[src/rtl/unidad_mult_div_pkg.sv]
// rtl/unidad_mult_div_pkg.sv - shared funct codes, FSM encoding and Start decode (divider: MULDIV_DIV_EN)
package unidad_mult_div_pkg;

  localparam logic [5:0] FUNCT_MTHI  = 6'h11;
  localparam logic [5:0] FUNCT_MTLO  = 6'h13;
  localparam logic [5:0] FUNCT_MULT  = 6'h18;
  localparam logic [5:0] FUNCT_MULTU = 6'h19;
  localparam logic [5:0] FUNCT_DIV   = 6'h1A;
  localparam logic [5:0] FUNCT_DIVU  = 6'h1B;

  typedef enum logic [1:0] {IDLE, CALC, FIX, DONE} state_e;

  // Divide codes only count as Start when the divider is built in.
  function automatic logic is_start(input logic rtype, input logic [5:0] funct);
    logic hit;
    hit = (funct == FUNCT_MULT) || (funct == FUNCT_MULTU);
`ifdef MULDIV_DIV_EN
    hit = hit || (funct == FUNCT_DIV) || (funct == FUNCT_DIVU);
`endif
    return rtype && hit;
  endfunction

endpackage

[src/rtl/unidad_mult_div_if.sv]
// rtl/unidad_mult_div_if.sv - ID/EX operand bundle and HI/LO/stall results of the mult/div unit
interface unidad_mult_div_if #(
  parameter int NBITS = 32
);
  logic             i_RType;
  logic [5:0]       i_Funct;
  logic [NBITS-1:0] i_Registro1;
  logic [NBITS-1:0] i_Registro2;
  logic             o_Stall;
  logic             o_Busy;
  logic [NBITS-1:0] o_HI;
  logic [NBITS-1:0] o_LO;

  modport master (
    output i_RType, i_Funct, i_Registro1, i_Registro2,
    input  o_Stall, o_Busy, o_HI, o_LO
  );

  modport slave (
    input  i_RType, i_Funct, i_Registro1, i_Registro2,
    output o_Stall, o_Busy, o_HI, o_LO
  );
endinterface

[src/rtl/unidad_mult_div_paso.sv]
// rtl/unidad_mult_div_paso.sv - one radix-2 shift-add / restoring-divide step (divide path: MULDIV_DIV_EN)
module unidad_mult_div_paso #(
  parameter int NBITS = 32
) (
`ifdef MULDIV_DIV_EN
  input  logic               op_div,
`endif
  input  logic [2*NBITS-1:0] acc_in,
  input  logic [NBITS-1:0]   oper,
  output logic [2*NBITS-1:0] acc_out
);

  logic [NBITS:0] sum;
`ifdef MULDIV_DIV_EN
  logic [NBITS:0] trial;
  logic [NBITS:0] diff;
`endif

  // Multiply: multiplier sits in the low half and shifts out LSB first; the
  // carry of the add is kept by shifting it into the top bit.
  // Divide: shift remainder:quotient left, keep the subtraction unless it borrows.
  always_comb begin
    sum = {1'b0, acc_in[2*NBITS-1:NBITS]} + {1'b0, oper};
    if (acc_in[0]) begin
      acc_out = {sum, acc_in[NBITS-1:1]};
    end else begin
      acc_out = {1'b0, acc_in[2*NBITS-1:NBITS], acc_in[NBITS-1:1]};
    end
`ifdef MULDIV_DIV_EN
    trial = acc_in[2*NBITS-1:NBITS-1];
    diff  = trial - {1'b0, oper};
    if (op_div) begin
      if (diff[NBITS]) begin
        acc_out = {acc_in[2*NBITS-2:0], 1'b0};
      end else begin
        acc_out = {diff[NBITS-1:0], acc_in[NBITS-2:0], 1'b1};
      end
    end
`endif
  end

endmodule

[src/rtl/unidad_mult_div.sv]
// rtl/unidad_mult_div.sv - iterative HI/LO multiply/divide unit with pipeline stall (divider: MULDIV_DIV_EN)
module unidad_mult_div
  import unidad_mult_div_pkg::*;
#(
  parameter int NBITS   = 32,
  parameter int CNTBITS = 5
) (
  input  logic                i_clk,
  input  logic                i_reset,
  unidad_mult_div_if.slave    bus
);

  state_e               state_q, state_d;
  logic [CNTBITS-1:0]   cnt_q, cnt_d;
  logic [2*NBITS-1:0]   acc_q, acc_d;
  logic [NBITS-1:0]     oper_q, oper_d;
  logic                 neg_q, neg_d;
  logic [NBITS-1:0]     hi_q, hi_d;
  logic [NBITS-1:0]     lo_q, lo_d;
`ifdef MULDIV_DIV_EN
  logic                 div_q, div_d;
  logic                 dz_q, dz_d;
  logic                 rem_neg_q, rem_neg_d;
  logic [NBITS-1:0]     rs_q, rs_d;
  logic                 op_is_div;
  logic [NBITS-1:0]     quo_fix;
  logic [NBITS-1:0]     rem_fix;
`endif

  logic                 start;
  logic                 is_signed;
  logic [NBITS-1:0]     rs_abs;
  logic [NBITS-1:0]     rt_abs;
  logic [2*NBITS-1:0]   prod_fix;
  logic [2*NBITS-1:0]   step_acc;

  unidad_mult_div_paso #(.NBITS(NBITS)) u_paso (
`ifdef MULDIV_DIV_EN
    .op_div  (div_q),
`endif
    .acc_in  (acc_q),
    .oper    (oper_q),
    .acc_out (step_acc)
  );

  // Operand decode: Start, magnitudes for signed ops, sign-corrected results.
  always_comb begin
    start     = is_start(bus.i_RType, bus.i_Funct);
    is_signed = (bus.i_Funct == FUNCT_MULT) || (bus.i_Funct == FUNCT_DIV);
    rs_abs    = (is_signed && bus.i_Registro1[NBITS-1]) ? -bus.i_Registro1 : bus.i_Registro1;
    rt_abs    = (is_signed && bus.i_Registro2[NBITS-1]) ? -bus.i_Registro2 : bus.i_Registro2;
    prod_fix  = neg_q ? -acc_q : acc_q;
`ifdef MULDIV_DIV_EN
    op_is_div = (bus.i_Funct == FUNCT_DIV) || (bus.i_Funct == FUNCT_DIVU);
    quo_fix   = neg_q ? -acc_q[NBITS-1:0] : acc_q[NBITS-1:0];
    rem_fix   = rem_neg_q ? -acc_q[2*NBITS-1:NBITS] : acc_q[2*NBITS-1:NBITS];
`endif
  end

  // Next-state logic: IDLE latches operands, CALC iterates, FIX commits HI/LO.
  always_comb begin
    state_d = state_q;
    cnt_d   = cnt_q;
    acc_d   = acc_q;
    oper_d  = oper_q;
    neg_d   = neg_q;
    hi_d    = hi_q;
    lo_d    = lo_q;
`ifdef MULDIV_DIV_EN
    div_d     = div_q;
    dz_d      = dz_q;
    rem_neg_d = rem_neg_q;
    rs_d      = rs_q;
`endif
    case (state_q)
      IDLE: begin
        if (start) begin
          state_d = CALC;
          cnt_d   = '0;
          neg_d   = is_signed && (bus.i_Registro1[NBITS-1] ^ bus.i_Registro2[NBITS-1]);
          acc_d   = {{NBITS{1'b0}}, rt_abs};
          oper_d  = rs_abs;
`ifdef MULDIV_DIV_EN
          div_d     = op_is_div;
          dz_d      = op_is_div && (bus.i_Registro2 == '0);
          rem_neg_d = is_signed && bus.i_Registro1[NBITS-1];
          rs_d      = bus.i_Registro1;
          if (op_is_div) begin
            acc_d  = {{NBITS{1'b0}}, rs_abs};
            oper_d = rt_abs;
          end
`endif
        end else if (bus.i_RType && bus.i_Funct == FUNCT_MTHI) begin
          hi_d = bus.i_Registro1;
        end else if (bus.i_RType && bus.i_Funct == FUNCT_MTLO) begin
          lo_d = bus.i_Registro1;
        end
      end
      CALC: begin
        acc_d = step_acc;
        cnt_d = cnt_q + 1'b1;
        if (cnt_q == CNTBITS'(NBITS-1)) begin
          state_d = FIX;
        end
      end
      FIX: begin
        {hi_d, lo_d} = prod_fix;
`ifdef MULDIV_DIV_EN
        if (div_q) begin
          if (dz_q) begin
            hi_d = rs_q;
            lo_d = '1;
          end else begin
            hi_d = rem_fix;
            lo_d = quo_fix;
          end
        end
`endif
        state_d = DONE;
      end
      DONE:    state_d = IDLE;
      default: state_d = IDLE;
    endcase
  end

  // State registers; reset discards any in-flight operation.
  always_ff @(posedge i_clk or negedge i_reset) begin
    if (!i_reset) begin
      state_q <= IDLE;
      cnt_q   <= '0;
      acc_q   <= '0;
      oper_q  <= '0;
      neg_q   <= 1'b0;
      hi_q    <= '0;
      lo_q    <= '0;
`ifdef MULDIV_DIV_EN
      div_q     <= 1'b0;
      dz_q      <= 1'b0;
      rem_neg_q <= 1'b0;
      rs_q      <= '0;
`endif
    end else begin
      state_q <= state_d;
      cnt_q   <= cnt_d;
      acc_q   <= acc_d;
      oper_q  <= oper_d;
      neg_q   <= neg_d;
      hi_q    <= hi_d;
      lo_q    <= lo_d;
`ifdef MULDIV_DIV_EN
      div_q     <= div_d;
      dz_q      <= dz_d;
      rem_neg_q <= rem_neg_d;
      rs_q      <= rs_d;
`endif
    end
  end

  assign bus.o_Stall = (state_q == IDLE && start) || (state_q == CALC) || (state_q == FIX);
  assign bus.o_Busy  = (state_q == CALC) || (state_q == FIX);
  assign bus.o_HI    = hi_q;
  assign bus.o_LO    = lo_q;

endmodule

[src/flat_wrapper.sv]
// flat-port wrapper written by rule: the top's interface ports become plain ports
module unidad_mult_div_flat import unidad_mult_div_pkg::*;
#(
  parameter int NBITS   = 32,
  parameter int CNTBITS = 5
)
  (i_clk, i_reset, bus_i_RType, bus_i_Funct, bus_i_Registro1, bus_i_Registro2, bus_o_Stall, bus_o_Busy, bus_o_HI, bus_o_LO);
  unidad_mult_div_if #(.NBITS(NBITS)) bus_i ();
  input  logic i_clk;
  input  logic i_reset;
  input wire logic [$bits(bus_i.i_RType)-1:0] bus_i_RType;
  input wire logic [$bits(bus_i.i_Funct)-1:0] bus_i_Funct;
  input wire logic [$bits(bus_i.i_Registro1)-1:0] bus_i_Registro1;
  input wire logic [$bits(bus_i.i_Registro2)-1:0] bus_i_Registro2;
  output wire logic [$bits(bus_i.o_Stall)-1:0] bus_o_Stall;
  output wire logic [$bits(bus_i.o_Busy)-1:0] bus_o_Busy;
  output wire logic [$bits(bus_i.o_HI)-1:0] bus_o_HI;
  output wire logic [$bits(bus_i.o_LO)-1:0] bus_o_LO;
  assign bus_i.i_RType = bus_i_RType;
  assign bus_i.i_Funct = bus_i_Funct;
  assign bus_i.i_Registro1 = bus_i_Registro1;
  assign bus_i.i_Registro2 = bus_i_Registro2;
  assign bus_o_Stall = bus_i.o_Stall;
  assign bus_o_Busy = bus_i.o_Busy;
  assign bus_o_HI = bus_i.o_HI;
  assign bus_o_LO = bus_i.o_LO;
  unidad_mult_div #(.NBITS(NBITS), .CNTBITS(CNTBITS)) u_core (.i_clk(i_clk), .i_reset(i_reset), .bus(bus_i));
endmodule
[config.mk]
export PLATFORM = sky130hd
export DESIGN_NAME = unidad_mult_div_flat
export DESIGN_NICKNAME = d
export VERILOG_FILES = /design/src/rtl/unidad_mult_div_pkg.sv /design/src/rtl/unidad_mult_div_if.sv /design/src/rtl/unidad_mult_div_paso.sv /design/src/rtl/unidad_mult_div.sv /design/src/flat_wrapper.sv
export SDC_FILE = /design/constraint.sdc
export NUM_CORES = 1
export LEC_CHECK = 0
export ABC_CLOCK_PERIOD_IN_PS = 4600
export BUFFER_PORTS_ARGS = -buffer_cell sky130_fd_sc_hd__buf_2
export CORE_ASPECT_RATIO = 0.75
export CORE_UTILIZATION = 30
export CTS_CLUSTER_DIAMETER = 60
export DETAILED_ROUTE_END_ITERATION = 8
export GPL_ROUTABILITY_DRIVEN = 0
export PLACE_DENSITY = 0.45
export SYNTH_ARGS = -nofsm -noshare
export SYNTH_HDL_FRONTEND = slang
export SYNTH_SLANG_ARGS = --single-unit
export TNS_END_PERCENT = 20
[constraint.sdc]
create_clock -name i_clk -period 4.6 [get_ports i_clk]
set_clock_uncertainty 0.2 [all_clocks]
set_input_delay 0.23 -clock i_clk [delete_from_list [all_inputs] [get_ports i_clk]]
set_output_delay 0.23 -clock i_clk [all_outputs]
set_load 0.01 [all_outputs]
# Word level (Yosys, flattened, before mapping)
# Cells that the tools add are included.
# classes
n_mux,18
shift,0
bitwise,1
n_eq_ne,15
n_div,0
n_addsub,5
order_cmp,0
reduce_logical,20
multipliers,0
# op_table
op,n
two-way mux 32 bit,7
two-way mux 64 bit,3
one-hot mux 32 bit (2 select lines),2
one-hot mux 64 bit (2 select lines),1
negator 32 bit,2
negator 64 bit,1
adder 32 x 32 -> 33 bit,1
== test 6 x 5 -> 1 bit (second input constant),5
one-hot mux 5 bit (2 select lines),1
inequality test 2 x 1 -> 1 bit (second input constant),4
one-hot mux 2 bit (4 select lines),1
logical AND 1 bit,7
AND reduction 2 bit,3
adder 5 x 1 -> 5 bit (second input constant),1
== test 5 bit (second input constant),1
logical OR 1 bit,5
two-way mux 5 bit,1
== test 2 bit (second input constant),2
two-way mux 2 bit,2
inequality test 2 bit (second input constant),2
AND reduction 4 bit,1
nonzero test 2 bit,2
AND reduction 3 bit,1
== test 2 x 1 -> 1 bit (second input constant),1
other kinds (2),2
# word_totals
register_bits,168
wordCells,66
inputBits,73
latch_bits,0
ramBits,0
memories,0
romBits,0

# Depth between registers and ports, before layout
# Gate-level depths: netlist of the first run.
# depth
word_depth,6
ltp_mapped,12
depth_no_buf,10

# Hierarchy
# A second synthesis of the first run with hierarchy kept.
# hier_totals
hier_cells,1471
hier_area_um2,12424.4
# modules_own_cells
module,instances,cells_each,seq_area_each_um2,area_each_um2
unidad_mult_div,1,1104,4204.0,9864.5
unidad_mult_div_paso,1,367,0.0,2560.0

# Worst setup path after synthesis of the first run
# Ideal clock, no wire load.
# synth_timing
path_type,reg-to-reg
startpoint,register u_core.acc_q[28]
endpoint,"register u_core.hi_q[16], in the netlist u_core.bus.o_HI[16]"
arrival_ps,2457
path_stages_with_launch,9
period_less_slack_ps,2761
slack_ps,1839
setup_time_ps,104
n_path_buf,1
path_cell_list,dfrtp_1 -> or4_4 -> nor4_1 -> nand4_1 -> or3_1 -> buf_2 -> o31ai_1 -> xor2_1 -> a221oi_1
# synth_between
elab_chain_cells,3
# synth_lines
item,line_no,text
from (decl),unidad_mult_div.sv:15,"logic [2*NBITS-1:0] acc_q, acc_d;"
from (signal assigned),unidad_mult_div.sv:131,acc_q <= '0;
from (signal assigned),unidad_mult_div.sv:145,acc_q <= acc_d;
negator 64 bit,unidad_mult_div.sv:52,prod_fix = neg_q ? -acc_q : acc_q;
two-way mux 64 bit,unidad_mult_div.sv:52,
one-hot mux 32 bit (2 select lines),unidad_mult_div.sv:75,case (state_q)
to (signal assigned),unidad_mult_div.sv:148,hi_q <= hi_d;
to (decl),unidad_mult_div.sv:18,"logic [NBITS-1:0] hi_q, hi_d;"
# Every way passes these cells.
# A chain may end at the register's enable or synchronous reset.

# Worst setup path after layout of the first run
# layout_timing
startpoint,register u_core.state_q[0]
endpoint,register u_core.acc_q[61]
# layout_between
elab_chain_cells,3
word_cells_on_any_way,6
# layout_lines
item,line_no,text
from (decl),unidad_mult_div.sv:13,"state_e state_q, state_d;"
from (signal assigned),unidad_mult_div.sv:143,state_q <= state_d;
zero test 2 bit / == test 2 x 1 -> 1 bit (equally long branches),unidad_mult_div.sv:75,
inequality test 2 x 1 -> 1 bit (no source line) / nonzero test 2 bit (equally long branches),n/a,
AND reduction 2 bit (no source line),n/a,
# Several ways; a longest one is shown, not always the timed one.

==> qor.yml, run 1 <==
seq_area_um2: 4210
hold-path-cell-count: 3
worst-setup-path-type: "reg2reg"
cts_tree: "built"
ys_ff_latch: 168
r2r.worst_path.cells: 9
place_hpwl_mm: 33.3
worstSetupEndpointType: "register"
final_design_area_no_fill_um2: 14000
syn_inst: 1362
worst_slew_pin_slew_ns: 1.09
ioPinCount: 139
ant_nets: 0
path_common_cell: "inv_1"
floorplan.die.width_um: 230
worstSkewPairLatency_ns: 0.46
dp_cells: 1946
drv_slew: 0
drv.max_cap_violation_count: 0
n_fill_cell: 3971
antenna_found_initial: 0
finalHoldViolations: 0
critPathLaunchType: "register"
fp.dieH_um: 173
grtUsageTotal_pct: 22.6
power_leakage_uw: 0.00611
cts-buffers-inserted: 17
synth_area_um2: 11700
synth_warnings: 0
cts_sinks: 168
clk_pin_slew_ns: 0.08
grt_pass1_vias: 10600
placed_area_um2: 12900
num_antenna_cells: 0
power_density_nw_per_um2: 610
hold_path.class: "in2reg"
ir_worst_vdd_v: 0.000227
critical_path.max_fanout: 14
drt_pass1_iterations: 8
synth_async_sr_flop_share_pct: 100
final_layout_size_suffix_gt1_share_pct: 14.1
max_stage_delay_ns: 0.83
grt_pass1_wl_mm: 68.2
crit_chain: "inv_1 -> ha_1 -> inv_1 -> a41oi_1 -> nand2b_1 -> nor2_1 -> and3_1 -> a211oi_1 -> nand2_1"
max_freq_ghz: 0.259
cts_hold_buf: 57
cp_data_arrival_time_ns: 4.00
syn2layout_area_growth_pct: 20.4
io_buffers: 138
status: "finished clean"
ys_seq_area_share_pct: 36.0
ctsResizeCount: 0
h-tree-depth: 4
fin_cells: 2035
synth_edf_count: 0
wl_per_cell_um: 21.8
dr.first_iter.drc_count: 942
relSlewSlack_pct: 27.6
clock-root-buffer: "clkbuf_16"
initial_core_util_pct: 30.4
placementRows: 62
required_ns: 4.73
routed_wl_mm: 44.4
drc_errors: 0
dieArea_um2: 39700
core_area_um2: 38300
grt-ovfl-total: 0
synthFlopType: "dfrtp_1"
min_period_ns: 3.87
nNetsFinal: 1624
period_share_pct: 84.0
via_per_inst: 5.48
vias: 11100
synth.avg_cell_area_um2: 8.56
post_cts_buffers: 0
yosysUniqueCellTypes: 62
clk_path_buf_depth: 2
rsz0062_at_grt: "false"
cpMaxStageDelayCell: "a41oi_1"
multi_input_area_um2: 7100
tns_ns: 0
synth_nets: 1476
grt_max_degree: 100
setup_viol: 0
==> cell usage in the layout (no fill, tap or decap), types with 39 or more instances in the layout <==
| cell type | netlist | final |
|---|---|---|
| o21ai_0 | 165 | 165 |
| nor2_1 | 75 | 75 |
| buf_2 | 2 | 137 |
| a22oi_1 | 43 | 43 |
| dfrtp_1 | 168 | 167 |
| a21oi_1 | 92 | 90 |
| dlygate4sd3_1 | 0 | 57 |
| xor2_1 | 85 | 85 |
| xnor2_1 | 64 | 64 |
| nand2_1 | 141 | 140 |
| ha_1 | 40 | 39 |
==> logic make-up (layout without fill, tap and decap cells) <==
family                   Yosys count  count (layout)  synth area share (%)
AND/OR/NAND/NOR                  401             401                  17.1
multiplexers                      22              22                  1.90
adder cells (fa/ha/maj)           41              41                  4.46
flip-flops                       168             168                  36.0
AO/OA/AOI/OAI                    476             476                  25.8
XOR/XNOR                         149             149                  11.2
buffers and inverters            105             266                  3.46
==> Yosys cell counts (all sizes together) (14+ instances only) <==
library cell / instances / area, um^2
nand2: 141 / 529
o21ai: 168 / 841
or4: 15 / 128
nor3: 28 / 140
or3: 30 / 188
a22oi: 43 / 323
o31ai: 33 / 258
ha: 40 / 500
o41ai: 14 / 156
clkbuf: 73 / 274
nor3b: 14 / 105
nor2: 75 / 282
mux2i: 21 / 210
dfrtp: 168 / 4200
xnor2: 64 / 561
xor2: 85 / 744
nand3: 15 / 75.1
a211oi: 30 / 225
inv: 23 / 86.3
a21oi: 92 / 460
a21o: 35 / 263
==> report_power, final <==
part	total, uW	internal [uW]	leakage [uW]	switching [uW]
sequential	2660	2010	0.00221	653
combinational	4360	1540	0.00361	2820
clock	1540	846	0.000297	699
total	8570	4400	0.00611	4180
==> layer usage <==
layer  track usage (%)  up-vias  routed length [um]
li1                  -     5297                   -
met1              35.9     5438               22800
met2              31.0      387               18000
met3              4.49       22                2960
met4              4.47        0                 556
met5                 0        -                   0
==> stage by stage <==
| stage | utilization (%) | setup WS [ns] | hold WS, ns | power [uW] |
|---|---|---|---|---|
| floorplan | - | 1.84 | -0.266 | 5290 |
| global placement | 33.6 | 0.750 | 0.254 | 6950 |
| detailed placement | 33.6 | 0.855 | 0.240 | 6950 |
| CTS | 36.6 | 0.806 | 0.00299 | 8570 |
| global route | 36.6 | 0.486 | 0.0208 | 9190 |
| finish | 36.6 | 0.735 | 0.00503 | 8570 |
==> sequential cells by signal (all words and copies together) (netlist names) <==
name,flops
u_core.neg_q,1
u_core.state_q,2
u_core.acc_q,64
u_core.cnt_q,5
u_core.bus.o_LO,32
u_core.oper_q,32
u_core.bus.o_HI,32
==> critical path, delay by kind of cell, from the launching register on <==
family,cells,cell delay [ns]
AND/OR/NAND/NOR,4,1.29
buffers and inverters,2,0.35
flip-flops,1,0.41
AO/OA/AOI/OAI,2,1.05
adder cells (fa/ha/maj),1,0.44
==> final cells by class <==
cell class / count / area share, %
Inverter: 23 / 0.615
Sequential cell: 168 / 30.0
Clock inverter: 13 / 1.12
Tap cell: 512 / 4.56
Clock buffer: 19 / 3.23
Multi-Input combinational cell: 1089 / 50.5
Timing Repair Buffer: 211 / 9.97
==> worst paths after layout <==
kind	from	endpoint	slack [ns]
hold / removal	bus_i_Registro2[2]	u_core.acc_q[2]	0.005
setup / recovery	u_core.state_q[0]	u_core.acc_q[61]	0.73
hold reg to reg	u_core.bus.o_HI[17]	u_core.bus.o_HI[17]	0.28
min in group asynchronous	i_reset	u_core.bus.o_LO[7]	0.29
setup reg to reg	u_core.state_q[0]	u_core.acc_q[61]	0.73
max in group asynchronous	i_reset	u_core.oper_q[29]	2.76
No activity file was read; power rests on OpenSTA's default activity.
==> run 2, diff against run 1 <==
ABC_CLOCK_PERIOD_IN_PS = 3600   (was 4600)
clock period = 3.6 ns   (was 4.6 ns; I/O delays follow)
==> run 2 against run 1 <==
Compared with the run above:
- via count grew 0.62%
- highest routed layer unchanged
- die area is the same
- largest power group unchanged
- combinational power grew 33%
- count of clock-buffer cells in the layout is the same
- register-to-register slack lost 0.28 ns
- sequential share of layout area shrank 0.73 points
- critical endpoint is now u_core.oper_q[29]
- largest cell class unchanged
- sequential power grew 27%
- global-route usage shrank 0.29 points
- design area grew 2.5%
- clock power grew 34%
==> qor.yml, run 2 (synthesis gave the netlist of run 1 again) <==
startpoint: "bus_i_Registro1[8]"  # was u_core.state_q[0]
final_layout_size_suffix_gt1_share_pct: 15.4  # was 14.1%
power_leakage_uw: 0.00629  # was 0.00611 uW
grt_pass1_wl_mm: 67.3  # was 68.2 mm
critPathLaunchType: "input pin"  # was register
core_area_um2: 38300  # unchanged
h-tree-depth: 4  # unchanged
r2r_end: "u_core.bus.o_HI[24]"  # was u_core.acc_q[61]
finalHoldViolations: 0  # unchanged
fin_cells: 2070  # was 2035
dieArea_um2: 39700  # unchanged
grtUsageTotal_pct: 22.3  # was 22.6%
routed_wl_mm: 43.9  # was 44.4 mm
multi_input_area_um2: 7100  # about the same
max_stage_delay_ns: 0.60  # was 0.83 ns
ioPinCount: 139  # unchanged
cts_sinks: 168  # unchanged
max_freq_ghz: 0.303
n_fill_cell: 3976  # was 3971
period_share_pct: 91.6
setup_viol: 0  # unchanged
clk_path_buf_depth: 2  # unchanged
final_cell_mix: "dfrtp_1 (167), o21ai_0 (165), nand2_1 (140)"  # unchanged
wl_per_cell_um: 21.2  # was 21.8 um
floorplan.die.width_um: 230  # unchanged
tns_ns: 0  # unchanged
final_design_area_no_fill_um2: 14400  # was 14000 um^2
top_register: "u_core.acc_q"  # unchanged
worst-setup-path-type: "in2reg"  # was reg2reg
num_antenna_cells: 0  # unchanged
worst_slew_pin_slew_ns: 0.941  # was 1.09 ns
drc_errors: 0  # unchanged
vias: 11200  # was 11100
fp.dieH_um: 173  # unchanged
antenna_found_initial: 0  # unchanged
seq_area_um2: 4210  # unchanged
hold_path.class: "in2reg"  # unchanged
rsz0062_at_grt: "false"  # unchanged
syn2layout_area_growth_pct: 23.4  # was 20.4%
nNetsFinal: 1660  # was 1624
worstSetupEndpointType: "register"  # unchanged
drv.max_cap_violation_count: 0  # unchanged
io_buffers: 138  # unchanged
power_density_nw_per_um2: 782  # was 610 nW/um^2
grt_max_degree: 85  # was 100
layout_commonest_cell: "dfrtp_1"  # unchanged
cts-buffers-inserted: 17  # unchanged
place_hpwl_mm: 33.5  # was 33.3 mm
dp_cells: 1973  # was 1946
via_per_inst: 5.42  # was 5.48
endpoint: "u_core.oper_q[29]"  # was u_core.acc_q[61]
ir_worst_vdd_v: 0.000392  # was 0.000227 V
drv_slew: 0  # unchanged
clock-root-buffer: "clkbuf_16"  # unchanged
grt-ovfl-total: 0  # unchanged
rrSetupSlack_ns: 0.45  # was 0.73 ns
clk_pin_slew_ns: 0.07  # was 0.08 ns
ant_nets: 0  # unchanged
relSlewSlack_pct: 37.1  # was 27.6%
initial_core_util_pct: 30.4  # unchanged
post_cts_buffers: 0  # unchanged
cpMaxStageDelayCell: "or4_1"  # was a41oi_1
placementRows: 62  # unchanged
status: "finished clean"  # unchanged
worstSkewPairLatency_ns: 0.45  # was 0.46 ns
crit_chain: "dlygate4sd3_1 -> buf_2 -> or4_1 -> nor4_1 -> nor2b_2 -> nand3_1 -> o31ai_1 -> xor2_1 -> dlygate4sd3_1 -> o21ai_0"  # was inv_1 -> ha_1 -> inv_1 -> a41oi_1 -> nand2b_1 -> nor2_1 -> and3_1 -> a211oi_1 -> nand2_1
min_period_ns: 3.30
r2r-start: "u_core.acc_q[48]"  # was u_core.state_q[0]
required_ns: 3.70  # was 4.73 ns
grt_pass1_vias: 10700  # was 10600
path_common_cell: "dlygate4sd3_1"  # was inv_1
dr.first_iter.drc_count: 900  # was 942
r2r.worst_path.cells: 7  # was 9
placed_area_um2: 13100  # was 12900 um^2
critical_path.max_fanout: 4  # was 14
largest_register_ffs: 64  # unchanged
drt_pass1_iterations: 5  # was 8
cts_tree: "built"  # unchanged
cp_data_arrival_time_ns: 3.40  # was 4.00 ns
[run 2: area by class of cell]
cell class                 instances  share of cell area, %
clock buffer                      19                   3.08
clock inverter                    12                   1.39
inverter                          23                  0.600
multi-input combinational       1089                   49.3
sequential                       168                   29.2
tap                              512                   4.45
timing repair buffer             247                   11.9
[run 2: what timing repair did]
action | in CTS | in global routing
hold buffers | 66 | 0
hold endpoints to repair | 160 | 0
setup endpoints to repair | 0 | 1
gates resized for setup | 0 | 1
[run 2: worst min-delay path by stage]
stage / slack [ns] / end / depth (start not counted) / from
detailed placement: 0.11 / u_core.bus.o_LO[7] / 1 / i_reset
CTS: 0.0007 / u_core.acc_q[5] / 5 / bus_i_Registro2[5]
global placement: 0.12 / u_core.bus.o_LO[5] / 1 / i_reset
finish: 0.005 / u_core.acc_q[5] / 5 / bus_i_Registro2[5]
floorplan: -0.32 / u_core.acc_q[0] / 0 / i_reset
global route: 0.11 / u_core.acc_q[5] / 5 / bus_i_Registro2[5]
[run 2: stage by stage]
stage | power [uW] | utilization [%] | setup slack [ns] | hold WS [ns]
4_1_cts | 11200 | 37.6 | 0.119 | 0.000684
3_5_place_dp | 9060 | 34.1 | 0.534 | 0.111
3_3_place_gp | 9050 | 34.1 | 0.502 | 0.116
5_1_grt | 12000 | 37.6 | 0.131 | 0.111
6_report | 11300 | 37.6 | 0.302 | 0.00528
2_1_floorplan | 6760 | - | 0.839 | -0.316
[run 2: worst max-delay path: cells and delay by family]
family,cells,cell delay (ns)
AOI/OAI and AO/OA,2,0.35
xor gates and xnor gates,1,0.16
buffers and inverters,3,1.22
and+or+nand+nor,4,1.47
[run 2: report_power, final]
| group | switching, uW | internal (uW) | leakage [uW] |
|---|---|---|---|
| clock network | 825 | 1240 | 0.000305 |
| logic | 3640 | 2150 | 0.00378 |
| registers | 823 | 2570 | 0.00221 |
| total | 5290 | 5960 | 0.00629 |
[run 2: routing by layer]
layer / track usage [%] / vias to the layer above / wire length [um]
met5: 0 / - / 0
met3: 3.69 / 23 / 2470
met4: 3.95 / 0 / 433
li1: - / 5339 / -
met1: 35.3 / 5545 / 23000
met2: 31.5 / 306 / 18000
==> run 3, diff against run 2 <==
REMOVE_ABC_BUFFERS = 1   (was unset)
==> run 3 against run 2 <==
Compared with the run above:
- utilization barely moved
- clock power fell by 8%
- critical endpoint is now u_core.bus.o_HI[29]
- die area unchanged
- setup slack gained 0.065 ns
- first-iteration DRC count rose by 9.8%
- hold slack improved by 0.030 ns
- sequential power is 1% lower
- total power decreased by 1.6%
- critical path type is now reg2reg
- design area down 0.13%
- register-to-register slack worse by 0.08 ns
- flip-flop and latch count did not move
- fmax rose by 2.0%
==> qor.yml, run 3 (synthesis gave the netlist of run 1 again) <==
final_cell_mix: "dfrtp_1 (167), o21ai_0 (165), nand2_1 (140)"  # unchanged
worst_slew_pin_slew_ns: 0.866  # was 0.941 ns
power_leakage_uw: 0.00629  # about the same
clk_pin_slew_ns: 0.07  # about the same
max_freq_ghz: 0.309  # was 0.303 GHz
r2r.worst_path.cells: 7  # unchanged
p_int_uw: 5780  # was 5960 uW
power_density_nw_per_um2: 770  # was 782 nW/um^2
r2r-start: "u_core.acc_q[28]"  # was u_core.acc_q[48]
startpoint: "u_core.acc_q[28]"  # was bus_i_Registro1[8]
core_area_um2: 38300  # unchanged
r2r_end: "u_core.bus.o_HI[29]"  # was u_core.bus.o_HI[24]
p_clk_share_pct: 17.1  # was 18.4%
power_frac_comb_pct: 52.6  # was 51.4%
final_layout_size_suffix_gt1_share_pct: 15.3  # was 15.4%
cp_data_arrival_time_ns: 3.34  # was 3.40 ns
io_buffers: 138  # unchanged
placementRows: 62  # unchanged
switchingPower_uw: 5290  # about the same
dieArea_um2: 39700  # unchanged
clock-root-buffer: "clkbuf_16"  # unchanged
floorplan.die.width_um: 230  # unchanged
ir_worst_vdd_v: 0.000386  # was 0.000392 V
largest_register_ffs: 64  # unchanged
drt_pass1_iterations: 8  # was 5
pwr-share-seq_pct: 30.2  # about the same
ctsResizeCount: 0  # unchanged
via_per_inst: 5.39  # was 5.42
hold_path.class: "in2reg"  # unchanged
switching_share_pct: 47.8  # was 47.0%
drc_errors: 0  # unchanged
highest_layer: "met4"  # unchanged
worst-path-stages: 7  # was 10
top_register: "u_core.acc_q"  # unchanged
grt_pass1_vias: 10700  # about the same
min_period_ns: 3.23  # was 3.30 ns
syn2layout_area_growth_pct: 23.2  # was 23.4%
wl_met2_mm: 18.1  # was 18.0 mm
crit_chain: "or4_4 -> nor3_1 -> nand3_1 -> or3_1 -> o41ai_1 -> xor2_1 -> o21ai_1"  # was dlygate4sd3_1 -> buf_2 -> or4_1 -> nor4_1 -> nor2b_2 -> nand3_1 -> o31ai_1 -> xor2_1 -> dlygate4sd3_1 -> o21ai_0
relSlewSlack_pct: 42.1  # was 37.1%
clk_path_buf_depth: 2  # unchanged
grtUsageTotal_pct: 22.3  # about the same
status: "finished clean"  # unchanged
grt-ovfl-total: 0  # unchanged
initial_core_util_pct: 30.4  # unchanged
antenna_found_initial: 0  # unchanged
grt_max_degree: 85  # unchanged
worstSetupEndpointType: "register"  # unchanged
h-tree-depth: 4  # unchanged
worstSkewPairLatency_ns: 0.46  # was 0.45 ns
max_stage_delay_ns: 0.63  # was 0.60 ns
endpoint: "u_core.bus.o_HI[29]"  # was u_core.oper_q[29]
routed_wl_mm: 43.9  # about the same
place_hpwl_mm: 33.0  # was 33.5 mm
whs_ns: 0.0353  # was 0.00528 ns
hold-path-cell-count: 5  # unchanged
ioPinCount: 139  # unchanged
dr.first_iter.drc_count: 988  # was 900
vias: 11200  # about the same
met3_length_mm: 2.70  # was 2.47 mm
nNetsFinal: 1663  # was 1660
required_ns: 3.71  # was 3.70 ns
cpMaxStageDelayCell: "or4_4"  # was or4_1
layout_commonest_cell: "dfrtp_1"  # unchanged
cts_sinks: 168  # unchanged
critical-path-top-delay-family: "simple AND/OR/NAND/NOR gates"  # unchanged
final_util_pct: 37.5  # was 37.6%
placed_area_um2: 13100  # about the same
path_buf_inv: 0  # was 3
worst-setup-path-type: "reg2reg"  # was in2reg
fp.dieH_um: 173  # unchanged
wl_per_cell_um: 21.2  # about the same
critPathLaunchType: "register"  # was input pin
cts-buffers-inserted: 17  # unchanged
final_design_area_no_fill_um2: 14400  # about the same
wl_met1_mm: 22.7  # was 23.0 mm
ant_nets: 0  # unchanged
rrSetupSlack_ns: 0.37  # was 0.45 ns
period_share_pct: 89.8  # was 91.6%
grt_pass1_wl_mm: 67.3  # about the same
setup_viol: 0  # unchanged
critical_path.max_fanout: 6  # was 4
finalHoldViolations: 0  # unchanged
rsz0062_at_grt: "false"  # unchanged
num_antenna_cells: 0  # unchanged
drv_slew: 0  # unchanged
drv.max_cap_violation_count: 0  # unchanged
cts_tree: "built"  # unchanged
## run 3: final cells by class
class / count / area (um^2)
Multi-Input combinational cell: 1089 / 7100
Clock buffer: 21 / 460
Tap cell: 512 / 641
Clock inverter: 11 / 124
Sequential cell: 168 / 4210
Inverter: 23 / 86.3
Timing Repair Buffer: 250 / 1760
Fill cell: 3985 / 23900
## run 3: layer usage
layer	vias to the layer above	GRT usage, %
met5	-	0
met3	24	5.03
met2	328	31.3
met1	5465	34.4
li1	5362	-
met4	0	4.19
## run 3: through the flow
step                worst slack, ns  std cells  power, uW  setup TNS, ns
global placement              0.464       1973       9030              0
detailed placement            0.461       1973       9050              0
CTS                           0.368       2074      11000              0
floorplan                     -1.19       1280       6630         -43.42
finish                        0.367       2074      11100              0
global route                  0.209       2074      11800              0
## run 3: timing repair
action / 4_1_cts / 5_1_grt
setup buffers: 0 / 0
endpoints found under the hold margin: 146 / 0
hold buffers: 69 / 0
## run 3: power by group through the flow
stage | Sequential [uW] | Combinational [uW] | Clock [uW]
2_1_floorplan | 3280 | 3350 | 0
3_3_place_gp | 3370 | 5660 | 0
3_5_place_dp | 3360 | 5690 | 0
4_1_cts | 3340 | 5770 | 1940
5_1_grt | 3430 | 6380 | 2010
6_report | 3350 | 5830 | 1900
## run 3: worst min-delay path: stages
cell      delay [ns]
buf_2           0.11
nand2_1         0.07
nor3b_1         0.10
nand4b_1        0.13
nand3_1         0.06
## run 3: worst min-delay path by stage
stage                     start          endpoint  slack [ns]
CTS                 bus_i_RType  u_core.acc_q[10]        0.02
floorplan               i_reset   u_core.acc_q[0]       -0.32
finish              bus_i_RType  u_core.acc_q[10]        0.04
global placement        i_reset   u_core.acc_q[2]        0.03
detailed placement      i_reset   u_core.acc_q[3]        0.03
global route        bus_i_RType  u_core.acc_q[10]        0.06
